--- src/rtl/dcache_trans_pkg.sv ---
// ----------------------------------------------------------------------------
// dcache_trans_pkg
// Shared types and constants for the data-side translation requester.
//   - ADDR_W / DATA_W / STRB_W : datapath widths
//   - TIMEOUT_CYCLES_DEF       : default uncached-response timeout
//   - UC_ERR_DATA              : read data returned on an uncached timeout
//   - trans_state_e            : requester FSM states
//   - trans_req_t              : captured pipeline request
//   - uc_strb()                : byte enables presented on the uncached bus
// ----------------------------------------------------------------------------
package dcache_trans_pkg;

    localparam int ADDR_W             = 32;
    localparam int DATA_W             = 32;
    localparam int STRB_W             = DATA_W / 8;
    localparam int TIMEOUT_CYCLES_DEF = 256;

    localparam logic [DATA_W-1:0] UC_ERR_DATA = 32'hDEAD_BEEF;

    typedef enum logic [2:0] {
        ST_IDLE    = 3'd0,
        ST_XLATE   = 3'd1,
        ST_CACHED  = 3'd2,
        ST_UC_REQ  = 3'd3,
        ST_UC_WAIT = 3'd4
    } trans_state_e;

    typedef struct packed {
        logic              we;
        logic [STRB_W-1:0] wstrb;
        logic [ADDR_W-1:0] vaddr;
        logic [DATA_W-1:0] wdata;
        logic              cacop_di;
    } trans_req_t;

    // Loads must not present any byte enables on the uncached bus.
    function automatic logic [STRB_W-1:0] uc_strb(input logic we,
                                                  input logic [STRB_W-1:0] wstrb);
        logic [STRB_W-1:0] strb_s;
        if (we) begin
            strb_s = wstrb;
        end else begin
            strb_s = {STRB_W{1'b0}};
        end
        return strb_s;
    endfunction

endpackage

--- src/rtl/uc_timeout_cnt.sv ---
// ----------------------------------------------------------------------------
// uc_timeout_cnt
// Cycle counter for the uncached-response wait. Built into dcache_trans_req
// only when DCACHE_UC_TIMEOUT_EN is defined.
//   clk, rst : clock, synchronous active-high reset
//   clear    : force the count back to zero
//   enable   : count one cycle
//   expire   : high in the CYCLES-th enabled cycle after a clear
// ----------------------------------------------------------------------------
module uc_timeout_cnt
    import dcache_trans_pkg::*;
#(
    parameter int CYCLES = TIMEOUT_CYCLES_DEF
) (
    input  logic clk,
    input  logic rst,
    input  logic clear,
    input  logic enable,
    output logic expire
);

    localparam int CNT_W = (CYCLES > 1) ? $clog2(CYCLES) : 1;

    logic [CNT_W-1:0] cnt_r;

    assign expire = enable && (cnt_r == CNT_W'(CYCLES - 1));

    // Elapsed-cycle counter; saturates at expiry so it never wraps.
    always_ff @(posedge clk) begin
        if (rst) begin
            cnt_r <= {CNT_W{1'b0}};
        end else if (clear) begin
            cnt_r <= {CNT_W{1'b0}};
        end else if (enable && !expire) begin
            cnt_r <= cnt_r + CNT_W'(1);
        end else begin
            cnt_r <= cnt_r;
        end
    end

endmodule

--- src/rtl/dcache_trans_req.sv ---
// ----------------------------------------------------------------------------
// dcache_trans_req
// Data-side initiator of the address-translation interface. Takes one
// load/store from the MEM stage, presents its vaddr to the translator, captures
// the returned paddr/uncache flag one cycle later, then either hands the access
// to the dcache lookup (cached) or runs one request/response on the uncached
// bus. One transaction outstanding at a time.
//
// Optional feature: define DCACHE_UC_TIMEOUT_EN to abort an uncached access
// after TIMEOUT_CYCLES without response (rsp_err=1, rsp_rdata=UC_ERR_DATA).
//
// Ports:
//   clk, rst                       clock, synchronous active-high reset
//   req_*                          pipeline request (valid/ready)
//   data_vaddr, cacop_op_mode_di   to translator
//   ret_data_paddr, ret_uncache    from translator, one cycle after vaddr
//   hit_*                          cached hand-off to dcache lookup
//   ub_req_*, ub_addr/we/wstrb/wdata, ub_rsp_valid, ub_rdata
//                                  single-beat uncached bus
//   rsp_valid, rsp_rdata, rsp_err  uncached completion to pipeline
// Widths come from dcache_trans_pkg (ADDR_W, DATA_W, STRB_W).
// ----------------------------------------------------------------------------
module dcache_trans_req
    import dcache_trans_pkg::*;
#(
    parameter int TIMEOUT_CYCLES = TIMEOUT_CYCLES_DEF
) (
    input  logic              clk,
    input  logic              rst,
    input  logic              req_valid,
    output logic              req_ready,
    input  logic              req_we,
    input  logic [STRB_W-1:0] req_wstrb,
    input  logic [ADDR_W-1:0] req_vaddr,
    input  logic [DATA_W-1:0] req_wdata,
    input  logic              req_cacop_di,
    output logic [ADDR_W-1:0] data_vaddr,
    output logic              cacop_op_mode_di,
    input  logic [ADDR_W-1:0] ret_data_paddr,
    input  logic              ret_uncache,
    output logic              hit_valid,
    input  logic              hit_ready,
    output logic [ADDR_W-1:0] hit_paddr,
    output logic              hit_we,
    output logic [STRB_W-1:0] hit_wstrb,
    output logic [DATA_W-1:0] hit_wdata,
    output logic              ub_req_valid,
    input  logic              ub_req_ready,
    output logic [ADDR_W-1:0] ub_addr,
    output logic              ub_we,
    output logic [STRB_W-1:0] ub_wstrb,
    output logic [DATA_W-1:0] ub_wdata,
    input  logic              ub_rsp_valid,
    input  logic [DATA_W-1:0] ub_rdata,
    output logic              rsp_valid,
    output logic [DATA_W-1:0] rsp_rdata,
    output logic              rsp_err
);

    trans_state_e      state_r;
    trans_state_e      state_s;
    trans_req_t        req_r;
    logic [ADDR_W-1:0] paddr_r;
    logic              rsp_valid_r;
    logic [DATA_W-1:0] rsp_rdata_r;
    logic              rsp_err_r;
    logic              uc_expire_s;
    logic              rsp_fire_s;
    logic              is_idle_s;

`ifdef DCACHE_UC_TIMEOUT_EN
    // Held clear for the whole request phase so it starts from 0 in UC_WAIT.
    uc_timeout_cnt #(
        .CYCLES (TIMEOUT_CYCLES)
    ) u_uc_timeout_cnt (
        .clk    (clk),
        .rst    (rst),
        .clear  (state_r == ST_UC_REQ),
        .enable (state_r == ST_UC_WAIT),
        .expire (uc_expire_s)
    );
`else
    logic unused_cfg_s;
    assign unused_cfg_s = (TIMEOUT_CYCLES > 0);
    assign uc_expire_s  = 1'b0;
`endif

    assign is_idle_s  = (state_r == ST_IDLE);
    // A real response wins over a timeout that expires in the same cycle.
    assign rsp_fire_s = (state_r == ST_UC_WAIT) && (ub_rsp_valid || uc_expire_s);

    // In IDLE the translator sees the live request so translation starts in
    // the accept cycle; afterwards it sees the captured copy.
    assign req_ready        = is_idle_s;
    assign data_vaddr       = is_idle_s ? req_vaddr    : req_r.vaddr;
    assign cacop_op_mode_di = is_idle_s ? req_cacop_di : req_r.cacop_di;

    assign hit_valid = (state_r == ST_CACHED);
    assign hit_paddr = paddr_r;
    assign hit_we    = req_r.we;
    assign hit_wstrb = req_r.wstrb;
    assign hit_wdata = req_r.wdata;

    assign ub_req_valid = (state_r == ST_UC_REQ);
    assign ub_addr      = paddr_r;
    assign ub_we        = req_r.we;
    assign ub_wstrb     = uc_strb(req_r.we, req_r.wstrb);
    assign ub_wdata     = req_r.wdata;

    assign rsp_valid = rsp_valid_r;
    assign rsp_rdata = rsp_rdata_r;
    assign rsp_err   = rsp_err_r;

    // FSM state register.
    always_ff @(posedge clk) begin
        if (rst) begin
            state_r <= ST_IDLE;
        end else begin
            state_r <= state_s;
        end
    end

    // FSM next-state logic.
    always_comb begin
        state_s = state_r;
        case (state_r)
            ST_IDLE: begin
                if (req_valid) begin
                    state_s = ST_XLATE;
                end else begin
                    state_s = ST_IDLE;
                end
            end
            ST_XLATE: begin
                if (ret_uncache) begin
                    state_s = ST_UC_REQ;
                end else begin
                    state_s = ST_CACHED;
                end
            end
            ST_CACHED: begin
                if (hit_ready) begin
                    state_s = ST_IDLE;
                end else begin
                    state_s = ST_CACHED;
                end
            end
            ST_UC_REQ: begin
                if (ub_req_ready) begin
                    state_s = ST_UC_WAIT;
                end else begin
                    state_s = ST_UC_REQ;
                end
            end
            ST_UC_WAIT: begin
                if (rsp_fire_s) begin
                    state_s = ST_IDLE;
                end else begin
                    state_s = ST_UC_WAIT;
                end
            end
            default: begin
                state_s = ST_IDLE;
            end
        endcase
    end

    // Request capture on acceptance.
    always_ff @(posedge clk) begin
        if (rst) begin
            req_r <= '0;
        end else if (is_idle_s && req_valid) begin
            req_r.we       <= req_we;
            req_r.wstrb    <= req_wstrb;
            req_r.vaddr    <= req_vaddr;
            req_r.wdata    <= req_wdata;
            req_r.cacop_di <= req_cacop_di;
        end else begin
            req_r <= req_r;
        end
    end

    // Translated address capture in the single XLATE cycle.
    always_ff @(posedge clk) begin
        if (rst) begin
            paddr_r <= {ADDR_W{1'b0}};
        end else if (state_r == ST_XLATE) begin
            paddr_r <= ret_data_paddr;
        end else begin
            paddr_r <= paddr_r;
        end
    end

    // Uncached completion: one-cycle pulse, data/err held until the next one.
    always_ff @(posedge clk) begin
        if (rst) begin
            rsp_valid_r <= 1'b0;
            rsp_rdata_r <= {DATA_W{1'b0}};
            rsp_err_r   <= 1'b0;
        end else if (rsp_fire_s) begin
            rsp_valid_r <= 1'b1;
            if (ub_rsp_valid) begin
                rsp_err_r <= 1'b0;
                if (req_r.we) begin
                    rsp_rdata_r <= {DATA_W{1'b0}};
                end else begin
                    rsp_rdata_r <= ub_rdata;
                end
            end else begin
                rsp_err_r   <= 1'b1;
                rsp_rdata_r <= UC_ERR_DATA;
            end
        end else begin
            rsp_valid_r <= 1'b0;
            rsp_rdata_r <= rsp_rdata_r;
            rsp_err_r   <= rsp_err_r;
        end
    end

endmodule
--- config.mk ---
export PLATFORM = sky130hd
export DESIGN_NAME = dcache_trans_req
export DESIGN_NICKNAME = d
export VERILOG_FILES = /design/src/rtl/dcache_trans_pkg.sv /design/src/rtl/uc_timeout_cnt.sv /design/src/rtl/dcache_trans_req.sv
export SDC_FILE = /design/constraint.sdc
export NUM_CORES = 1
export LEC_CHECK = 0
export BUFFER_PORTS_ARGS = -buffer_cell sky130_fd_sc_hd__clkbuf_2
export CAP_MARGIN = 20
export CORE_AREA = 2 2 136 138
export CTS_CLUSTER_SIZE = 14
export DETAILED_ROUTE_END_ITERATION = 10
export DIE_AREA = 0 0 138 140
export PLACE_DENSITY = 0.77
export SETUP_SLACK_MARGIN = 0.3
export SLEW_MARGIN = 20
export SYNTH_ARGS = -nofsm -noshare
export SYNTH_HDL_FRONTEND = slang
export SYNTH_SLANG_ARGS = --single-unit
--- constraint.sdc ---
create_clock -name clk -period 4.6 [get_ports clk]
set_clock_uncertainty 0.2 [all_clocks]
set_input_delay 0.23 -clock clk [delete_from_list [all_inputs] [get_ports clk]]
set_output_delay 0.23 -clock clk [all_outputs]
set_load 0.02 [all_outputs]
==> results of run 1 <==
## worst max-delay path, cell delays in order (launching register included)
cell,delay [ns]
dfxtp_1,0.49
nor3_4,0.65
buf_4,0.41
mux2_2,0.39
clkbuf_2,0.16
## through the flow
stage               cells  utilization, %  setup WS (ns)
finish               1355           52.73          1.670
global route         1353           52.70          1.527
CTS                  1353           52.70          1.631
detailed placement   1184           41.26          2.021
global placement     1184           41.26          2.081
floorplan             755               -          2.694
## sequential cells by signal, summed over array words and instances, names as in the netlist
name / cells
rsp_valid: 1
rsp_err: 1
hit_paddr: 32
rsp_rdata: 32
state_r: 3
hit_wstrb: 4
req_r: 33
hit_wdata: 32
hit_we: 1
## final cells by class
cell class	instances	area (µm²)
Antenna cell	2	5.005
Clock buffer	17	425.4
Clock inverter	15	236.5
Fill cell	1584	8404
Inverter	1	3.754
Multi-Input combinational cell	460	2454
Sequential cell	139	2784
Tap cell	229	286.5
Timing Repair Buffer	492	3181
## power groups by stage
stage / clock network (W) / logic [W] / registers (W)
after global routing: 0.00163 / 0.000753 / 0.00134
final: 0.00154 / 0.000705 / 0.00133
after detailed placement: 0 / 0.000603 / 0.00135
after CTS: 0.00158 / 0.000697 / 0.00133
after global placement: 0 / 0.000599 / 0.00135
after floorplan: 0 / 0.000466 / 0.00135
## metal layers
metal	part of all wire [%]	GRT usage [%]	wire length, µm
met1	39	22.93	8169
met2	50	36.92	10590
met3	6.8	6.222	1425
met4	3.8	9.613	805
met5	0	0	0
## how the worst max path moves through the flow
stage,start,end,slack (ns),cells after the start
finish,state_r[1],data_vaddr[12],1.67,4
global route,state_r[1],data_vaddr[12],1.53,4
detailed placement,state_r[1],req_r[63],2.02,4
global placement,state_r[1],hit_wstrb[3],2.08,4
floorplan,state_r[2],data_vaddr[22],2.69,4
CTS,state_r[1],data_vaddr[23],1.63,4
## cell usage in the layout, fill, tap and decap left out, types with 2 or more instances in the layout
cell type,n
a21oi_2,16
buf_4,7
inv_8,3
mux2_2,33
nor3_1,2
bufinv_16,5
clkinv_2,2
dfxtp_1,138
nor2_1,3
nand2_1,237
dlygate4sd3_1,137
nand3b_1,32
inv_6,3
and2_1,4
clkbuf_2,347
a21oi_1,119
clkbuf_16,17
diode_2,2
nor3b_1,2
## timing repair
action,CTS,global route
setup endpoints to repair,0,0
hold buffers,137,0
resized for setup,0,0
hold endpoints to repair,136,0
## kinds of logic (layout without fill, tap and decap cells)
logic type / Yosys count / in the layout / share of synthesized area (%)
simple gates: 289 / 289 / 20.62
buf+inv: 156 / 525 / 17.07
flops: 139 / 139 / 44.30
compound gates: 138 / 138 / 12.09
mux: 33 / 33 / 5.916
other cells: 0 / 2 / 0
==> impl_metrics.toml, run 1 <==
[sta]
rsz0062_at_grt = "no"
final.period_utilization_pct = 63.70
hold_viol = 0
whs_ns = 0.01449
worst_pin_slew_ns = 0.9232
setup_viol = 0
period_minus_slack_ns = 2.930
slew_headroom_pct = 38.19
slew_violations = 0
tns_ns = 0
max_freq_ghz = 0.3413

[critical_path]
end_kind = "output port"
reg2reg_to = "req_r[49]"
crit_arrival_ns = 2.50
start_kind = "register"
critical_path.max_fanout = 21
critPathKind = "register to output port"
rr_startpoint = "state_r[1]"
cp_data_required_time_ns = 4.17
r2r_setup_slack_ns = 1.97
worstRegToRegCells = 4

[place]
placed_cell_area_um2 = 7336
port_buffers = 348
dp_hpwl_um = 13390
gp_congestion = 0.8150

[logic_synthesis]
syn_area_um2 = 6281
syn_avg_cell_area_um2 = 8.319
synthCells = 755
synth_top_area_share_pct = 44.30
yosysMostFrequentCell = "nand2_1"
ys_seq_area_share_pct = 44.30
ys_warn_count = 0
ys_top_cells_by_count = "nand2_1 (237), dfxtp_1 (139), a21oi_1 (119)"
synth_area_leaders = "dfxtp_1 (44%), nand2_1 (14%), buf_4 (13%)"
synth_edf_count = 0
synthArstFlopShare_pct = 0
ys_ff_latch = 139
synth_largest_area_cell = "dfxtp_1"
post_synth_num_cell_types = 27
synthFlopType = "dfxtp_1"
syn-num-nets = 896

[route]
vias_per_cell = 4.658
num_vias = 6311
wirelength_um = 20990
drtPass1Iterations = 4
post_drt_wl_per_cell_um = 15.49
final_antenna_net_count = 0
drcViolationCount = 0
drt_iter0_drc = 266

[global_routing]
grt_max_degree = 77
grt_pass1_wl_um = 32260
gr-total-overflow = 0
track_usage_pct = 20.81
antenna_found_initial = 0
grt_pass1_vias = 6135

[pwr]
p_comb_share_pct = 19.7
switching_share_pct = 28.88
vdd_drop_max_v = 0.0002394
p_int_w = 0.002545
power_density_nw_per_um2 = 381.7
power_switching_w = 0.001033
pwr-share-clk_pct = 43.2
power_w = 0.003578
p_seq_share_pct = 37.1
power.leakage_nw = 4.257

[finish]
nets = 1252
final_cell_area_um2 = 9375
area.growth.synth_to_final_pct = 49.26
drive_above_1_share_pct = 39.41

[min_path]
hp-class = "input port to register"
hold_path_depth = 3
worstHoldStart = "ret_uncache"
hold_end = "state_r[0]"

[floorplanning]
row_count = 49
start_util_pct = 35.33
dieHeight_um = 140
pin_count = 349
core_um2 = 17780
die_area_um2 = 19320
dieWidth_um = 138

[clock_network]
clk_latency_ns = 0.41
cts_tree = "done"
post_cts_buffers = 0
ctsLongestPathBuffers = 2
cts_sinks = 139
path_clk_slew_ns = 0.06
cts_root_buffer = "clkbuf_16"
cts_max_level = 4
cts_buffers = 17

[run]
drv_cap = 0

[status]
status = "completed"
Note: power is estimated with default switching activity, not from simulation.
==> inputs of run 2 (changes only) <==
==> constraint.sdc (replaced) <==
create_clock -name clk -period 2.7 [get_ports clk]
set_clock_uncertainty 0.2 [all_clocks]
set_input_delay 0.135 -clock clk [delete_from_list [all_inputs] [get_ports clk]]
set_output_delay 0.135 -clock clk [all_outputs]
set_load 0.02 [all_outputs]
==> run 2 against run 1 <==
Against the previous run:
- cell count grew 0.30%
- hold slack gained 0.13 ns
- core utilization grew 0.17 points
- flip-flop and latch count is the same
- combinational power grew 74%
- critical path depth is the same
- global-route usage grew 0.85 points
- clock power grew 64%
- count of clock-buffer cells in the layout is the same
- critical endpoint is now data_vaddr[31]
- largest cell class unchanged
- largest power group unchanged
- highest routed layer unchanged
==> impl_metrics.toml, run 2 (synthesized netlist as in run 1, its figures left out) <==
[sta]
period_minus_slack_ns = 2.314
max_freq_ghz = 0.4322
rsz0062_at_grt = "no"
tns_ns = 0
whs_ns = 0.1492
hold_viol = 0
slew_violations = 0
final.period_utilization_pct = 85.70
setup_viol = 0
worst_pin_slew_ns = 0.8406
slew_headroom_pct = 43.89

[critical_path]
r2r_setup_slack_ns = 0.52
cp-startpoint = "state_r[0]"
cp_data_required_time_ns = 2.37
cpPeakStageDelay_ns = 0.48
slowest_stage = "dfxtp_1"
critical_path.max_fanout = 28
crit_arrival_ns = 1.98
start_kind = "register"
crit_family = "flip-flops"
rr_startpoint = "state_r[1]"
critPathKind = "register to output port"
end_kind = "output port"
reg2reg_to = "hit_wdata[21]"
critPathBufInv = 2
crit_chain = "nor3_4, buf_12, mux2_2, clkbuf_2"
worstRegToRegCells = 4

[route]
vias_per_cell = 4.734
drcViolationCount = 0
post_drt_wl_per_cell_um = 15.90
drt_iter0_drc = 286
wirelength_um = 21610
final_antenna_net_count = 0
drtPass1Iterations = 5
num_vias = 6433

[clock_network]
ctsLongestPathBuffers = 2
cts_buffers = 17
cts_max_level = 4
cts_root_buffer = "clkbuf_16"
cts_tree = "done"
cts_resized = 0
path_clk_slew_ns = 0.06
clk_latency_ns = 0.41
cts_sinks = 139

[global_routing]
grt_pass1_wl_um = 33870
antenna_found_initial = 0
track_usage_pct = 21.66
gr-total-overflow = 0
grt_pass1_vias = 6492
grt_max_degree = 77

[run]
drv_cap = 0

[floorplanning]
row_count = 49
core_um2 = 17780
start_util_pct = 35.33
die_area_um2 = 19320
dieHeight_um = 140
dieWidth_um = 138
pin_count = 349

[min_path]
worstHoldStart = "req_valid"
hold_end = "req_r[40]"
hp-class = "input port to register"
hold_path_depth = 5

[status]
status = "completed"

[finish]
largest-register = "req_r"
largest_reg_flops = 33
fillerInstances = 1562
layout_common_cells = "clkbuf_2 (347), nand2_1 (237), dfxtp_1 (139), dlygate4sd3_1 (139), a21oi_1 (119)"
layout_commonest_cell = "clkbuf_2"
final_cell_area_um2 = 9405
nets = 1258
area.growth.synth_to_final_pct = 49.74
diodes = 0
drive_above_1_share_pct = 39.47

[place]
dp_hpwl_um = 13520
port_buffers = 348
placed_cell_area_um2 = 7371
gp_congestion = 0.8170

[pwr]
power_density_nw_per_um2 = 639.5
vdd_drop_max_v = 0.0004105
power.leakage_nw = 4.272
-- run 2: cell types whose count changed in the layout (fill, tap and decap cells not counted), sizes merged --
cell | before | now
buf | 8 | 12
bufinv | 5 | 4
clkinvlp | 1 | 2
diode | 2 | 0
dlygate4sd3 | 137 | 139
-- run 2: timing repair --
item	in CTS	in global routing
setup buffers	1	0
endpoints found under the setup margin	27	0
endpoints found under the hold margin	138	0
hold buffers	139	0
-- run 2: worst max-delay path by stage --
stage,cells past startpoint,slack [ns],end
6_report,4,0.39,data_vaddr[31]
3_5_place_dp,4,0.55,req_r[0]
5_1_grt,4,0.32,data_vaddr[31]
2_1_floorplan,4,0.89,data_vaddr[22]
4_1_cts,4,0.37,data_vaddr[31]
3_3_place_gp,4,0.58,req_r[62]
-- run 2: layout make-up --
type | count | area, µm² | area share (%)
Timing Repair Buffer | 498 | 3243 | 34.48
Sequential cell | 139 | 2783 | 29.59
Multi-Input combinational cell | 460 | 2454 | 26.09
Tap cell | 229 | 286.5 | 3.046
Clock buffer | 17 | 425.4 | 4.523
Clock inverter | 15 | 210.2 | 2.235
Inverter | 1 | 3.754 | 0.03991
-- run 2: per-stage QoR --
| step | util, % | cells | setup slack, ns | power (W) |
|---|---|---|---|---|
| after detailed placement | 41.46 | 1187 | 0.5503 | 0.003354 |
| after global routing | 52.90 | 1359 | 0.3155 | 0.006281 |
| after global placement | 41.46 | 1187 | 0.5832 | 0.003335 |
| after floorplan | - | 755 | 0.8885 | 0.003096 |
| final | 52.90 | 1359 | 0.3860 | 0.006014 |
| after CTS | 52.90 | 1359 | 0.3661 | 0.006074 |
-- run 2: layer usage --
layer  share of wire, %  GRT usage (%)  wire (µm)  vias to the layer above
met5                  0              0          0                        -
met4                3.6          10.53        780                        0
met3                7.5          6.735       1623                       46
met2                 51          38.41      11080                      324
met1                 38          23.51       8129                     2975
li1                   -              -          -                     3088
-- run 2: worst min-delay path: stages --
cell and delay [ns]:
clkbuf_2 0.11, nor4b_4 0.14, buf_4 0.19, nand2_1 0.09, a21oi_2 0.04
-- run 2: where the power goes --
part           total [W]  switching, W  internal (W)
clock network    0.00252      0.000954       0.00157
registers        0.00226      0.000100       0.00216
logic            0.00123      0.000710      0.000522
==> inputs of run 3 (changes only) <==
--- a/config.mk
+++ b/config.mk
@@ -8,9 +8,11 @@
 export BUFFER_PORTS_ARGS = -buffer_cell sky130_fd_sc_hd__clkbuf_2
 export CAP_MARGIN = 20
 export CORE_AREA = 2 2 136 138
+export CTS_BUF_LIST = sky130_fd_sc_hd__clkbuf_8 sky130_fd_sc_hd__clkbuf_16
 export CTS_CLUSTER_SIZE = 14
 export DETAILED_ROUTE_END_ITERATION = 10
 export DIE_AREA = 0 0 138 140
+export GPL_TIMING_DRIVEN = 0
 export PLACE_DENSITY = 0.77
 export SETUP_SLACK_MARGIN = 0.3
 export SLEW_MARGIN = 20
==> run 3 against run 2 <==
Against the previous run:
- routed wire length up 7.5%
- fmax up 0.17%
- register-to-register slack better by 0.04 ns
- setup slack better by 0.0038 ns
- non-clock buffer count up 149
- sequential power about the same
- highest routed layer unchanged
- die area unchanged
- global-route usage up 1.6 points
- sequential share of layout area down 2.7 points
- via count up 8.4%
- clock power down 5%
==> impl_metrics.toml, run 3 (synthesized netlist as in run 1, its figures left out) <==
[min_path]
hold_path_depth = 2
hp-class = "input port to register"

[route]
final_antenna_net_count = 0
drcViolationCount = 0
num_vias = 6974
vias_per_cell = 4.625
wirelength_um = 23240
drt_iter0_drc = 293
drtPass1Iterations = 7
post_drt_wl_per_cell_um = 15.41

[place]
gp_congestion = 0.8264
placed_cell_area_um2 = 8304
port_buffers = 347
dp_hpwl_um = 15780

[floorplanning]
start_util_pct = 35.33
pin_count = 349
dieHeight_um = 140
dieWidth_um = 138
die_area_um2 = 19320
core_um2 = 17780
row_count = 49

[sta]
slew_headroom_pct = 43.16
worst_pin_slew_ns = 0.8490
rsz0062_at_grt = "yes"
setup_viol = 0
tns_ns = 0
slew_violations = 0
hold_viol = 0
max_freq_ghz = 0.4329
final.period_utilization_pct = 85.56
period_minus_slack_ns = 2.310

[clock_network]
ctsLongestPathBuffers = 2
cts_buffers = 17
path_clk_slew_ns = 0.06
cts_sinks = 139
clk_latency_ns = 0.41
cts_tree = "done"
cts_max_level = 4
cts_root_buffer = "clkbuf_16"

[global_routing]
track_usage_pct = 23.21
grt_pass1_wl_um = 35710
gr-total-overflow = 0
grt_max_degree = 17
antenna_found_initial = 0
grt_pass1_vias = 6707

[finish]
fillerInstances = 1510
nets = 1407
final_cell_area_um2 = 10370
area.growth.synth_to_final_pct = 65.10
drive_above_1_share_pct = 43.86
diodes = 0
largest_reg_flops = 33
layout_commonest_cell = "clkbuf_2"
layout_common_cells = "clkbuf_2 (347), nand2_1 (237), dlygate4sd3_1 (140), dfxtp_1 (138), a21oi_1 (119)"
largest-register = "req_r"
final_util_pct = 58.33

[pwr]
power_w = 0.006091
vdd_drop_max_v = 0.0004298
power.leakage_nw = 4.943
power_density_nw_per_um2 = 587.3

[critical_path]
cp_data_required_time_ns = 2.37
end_kind = "output port"
critPathKind = "register to output port"
start_kind = "register"
critical_path.max_fanout = 10
crit_arrival_ns = 1.98
worstRegToRegCells = 6

[status]
status = "completed"

[run]
drv_cap = 0
[run 3: changes by cell type in the layout (fill, tap and decap cells not counted), sizes merged]
| cell | previous run | this run |
|---|---|---|
| buf | 12 | 130 |
| clkbuf | 364 | 396 |
| dlygate4sd3 | 139 | 140 |
| bufinv | 4 | 3 |
| clkinv | 3 | 5 |
| inv | 7 | 4 |
[run 3: metrics by stage]
step / setup slack [ns] / instances / hold WS [ns]
2_1_floorplan: 0.8885 / 755 / 0.07096
3_3_place_gp: 0.5037 / 1331 / 0.1594
3_5_place_dp: 0.5194 / 1331 / 0.1640
4_1_cts: 0.3486 / 1507 / 0.03805
5_1_grt: 0.2872 / 1508 / 0.05833
6_report: 0.3899 / 1508 / 0.06059
[run 3: metal layers]
layer	vias up	wire length, µm	track usage [%]	share of wire (%)
met5	-	0	0	0
met2	312	11910	42.34	51
met1	3204	8965	25.53	39
met3	60	1585	6.393	6.8
met4	0	771	9.345	3.3
li1	3398	-	-	-
[run 3: path summary, 6_finish.rpt]
check / start / end / slack [ns]
hold / removal: rst / req_r[53] / 0.06
setup reg to reg: state_r[2] / req_r[52] / 0.56
setup / recovery: state_r[1] / data_vaddr[23] / 0.39
hold reg to reg: rsp_rdata[9] / rsp_rdata[9] / 0.25
[run 3: what timing repair did]
| item | CTS | global route |
|---|---|---|
| hold buffers | 141 | 0 |
| setup endpoints to repair | 30 | 9 |
| resized for setup | 1 | 4 |
| pin swaps | 1 | 0 |
| endpoints found under the hold margin | 138 | 0 |
| gates cloned | 0 | 0 |
| buffers inserted | 3 | 2 |
[run 3: final cells by class]
type                            instances  area [µm²]  share of cell area (%)
Timing Repair Buffer                  492        3176                   30.62
Sequential cell                       139        2784                   26.85
Multi-Input combinational cell        460        2439                   23.52
Buffer                                155        1076                   10.38
Clock buffer                           19       452.9                   4.368
Tap cell                              229       286.5                   2.763
Clock inverter                         13       152.6                   1.472
Inverter                                1       3.754                 0.03620
[run 3: where the power goes]
group,internal (W),switching [W]
clock network,0.00149,0.000905
registers,0.00216,0.0000859
logic,0.000676,0.000768
[run 3: critical path, cell delays in order, from the launching register on]
cell	delay, ns
dfxtp_1	0.34
buf_6	0.15
nor3_4	0.16
buf_4	0.17
buf_4	0.20
mux2_2	0.37
clkbuf_2	0.16
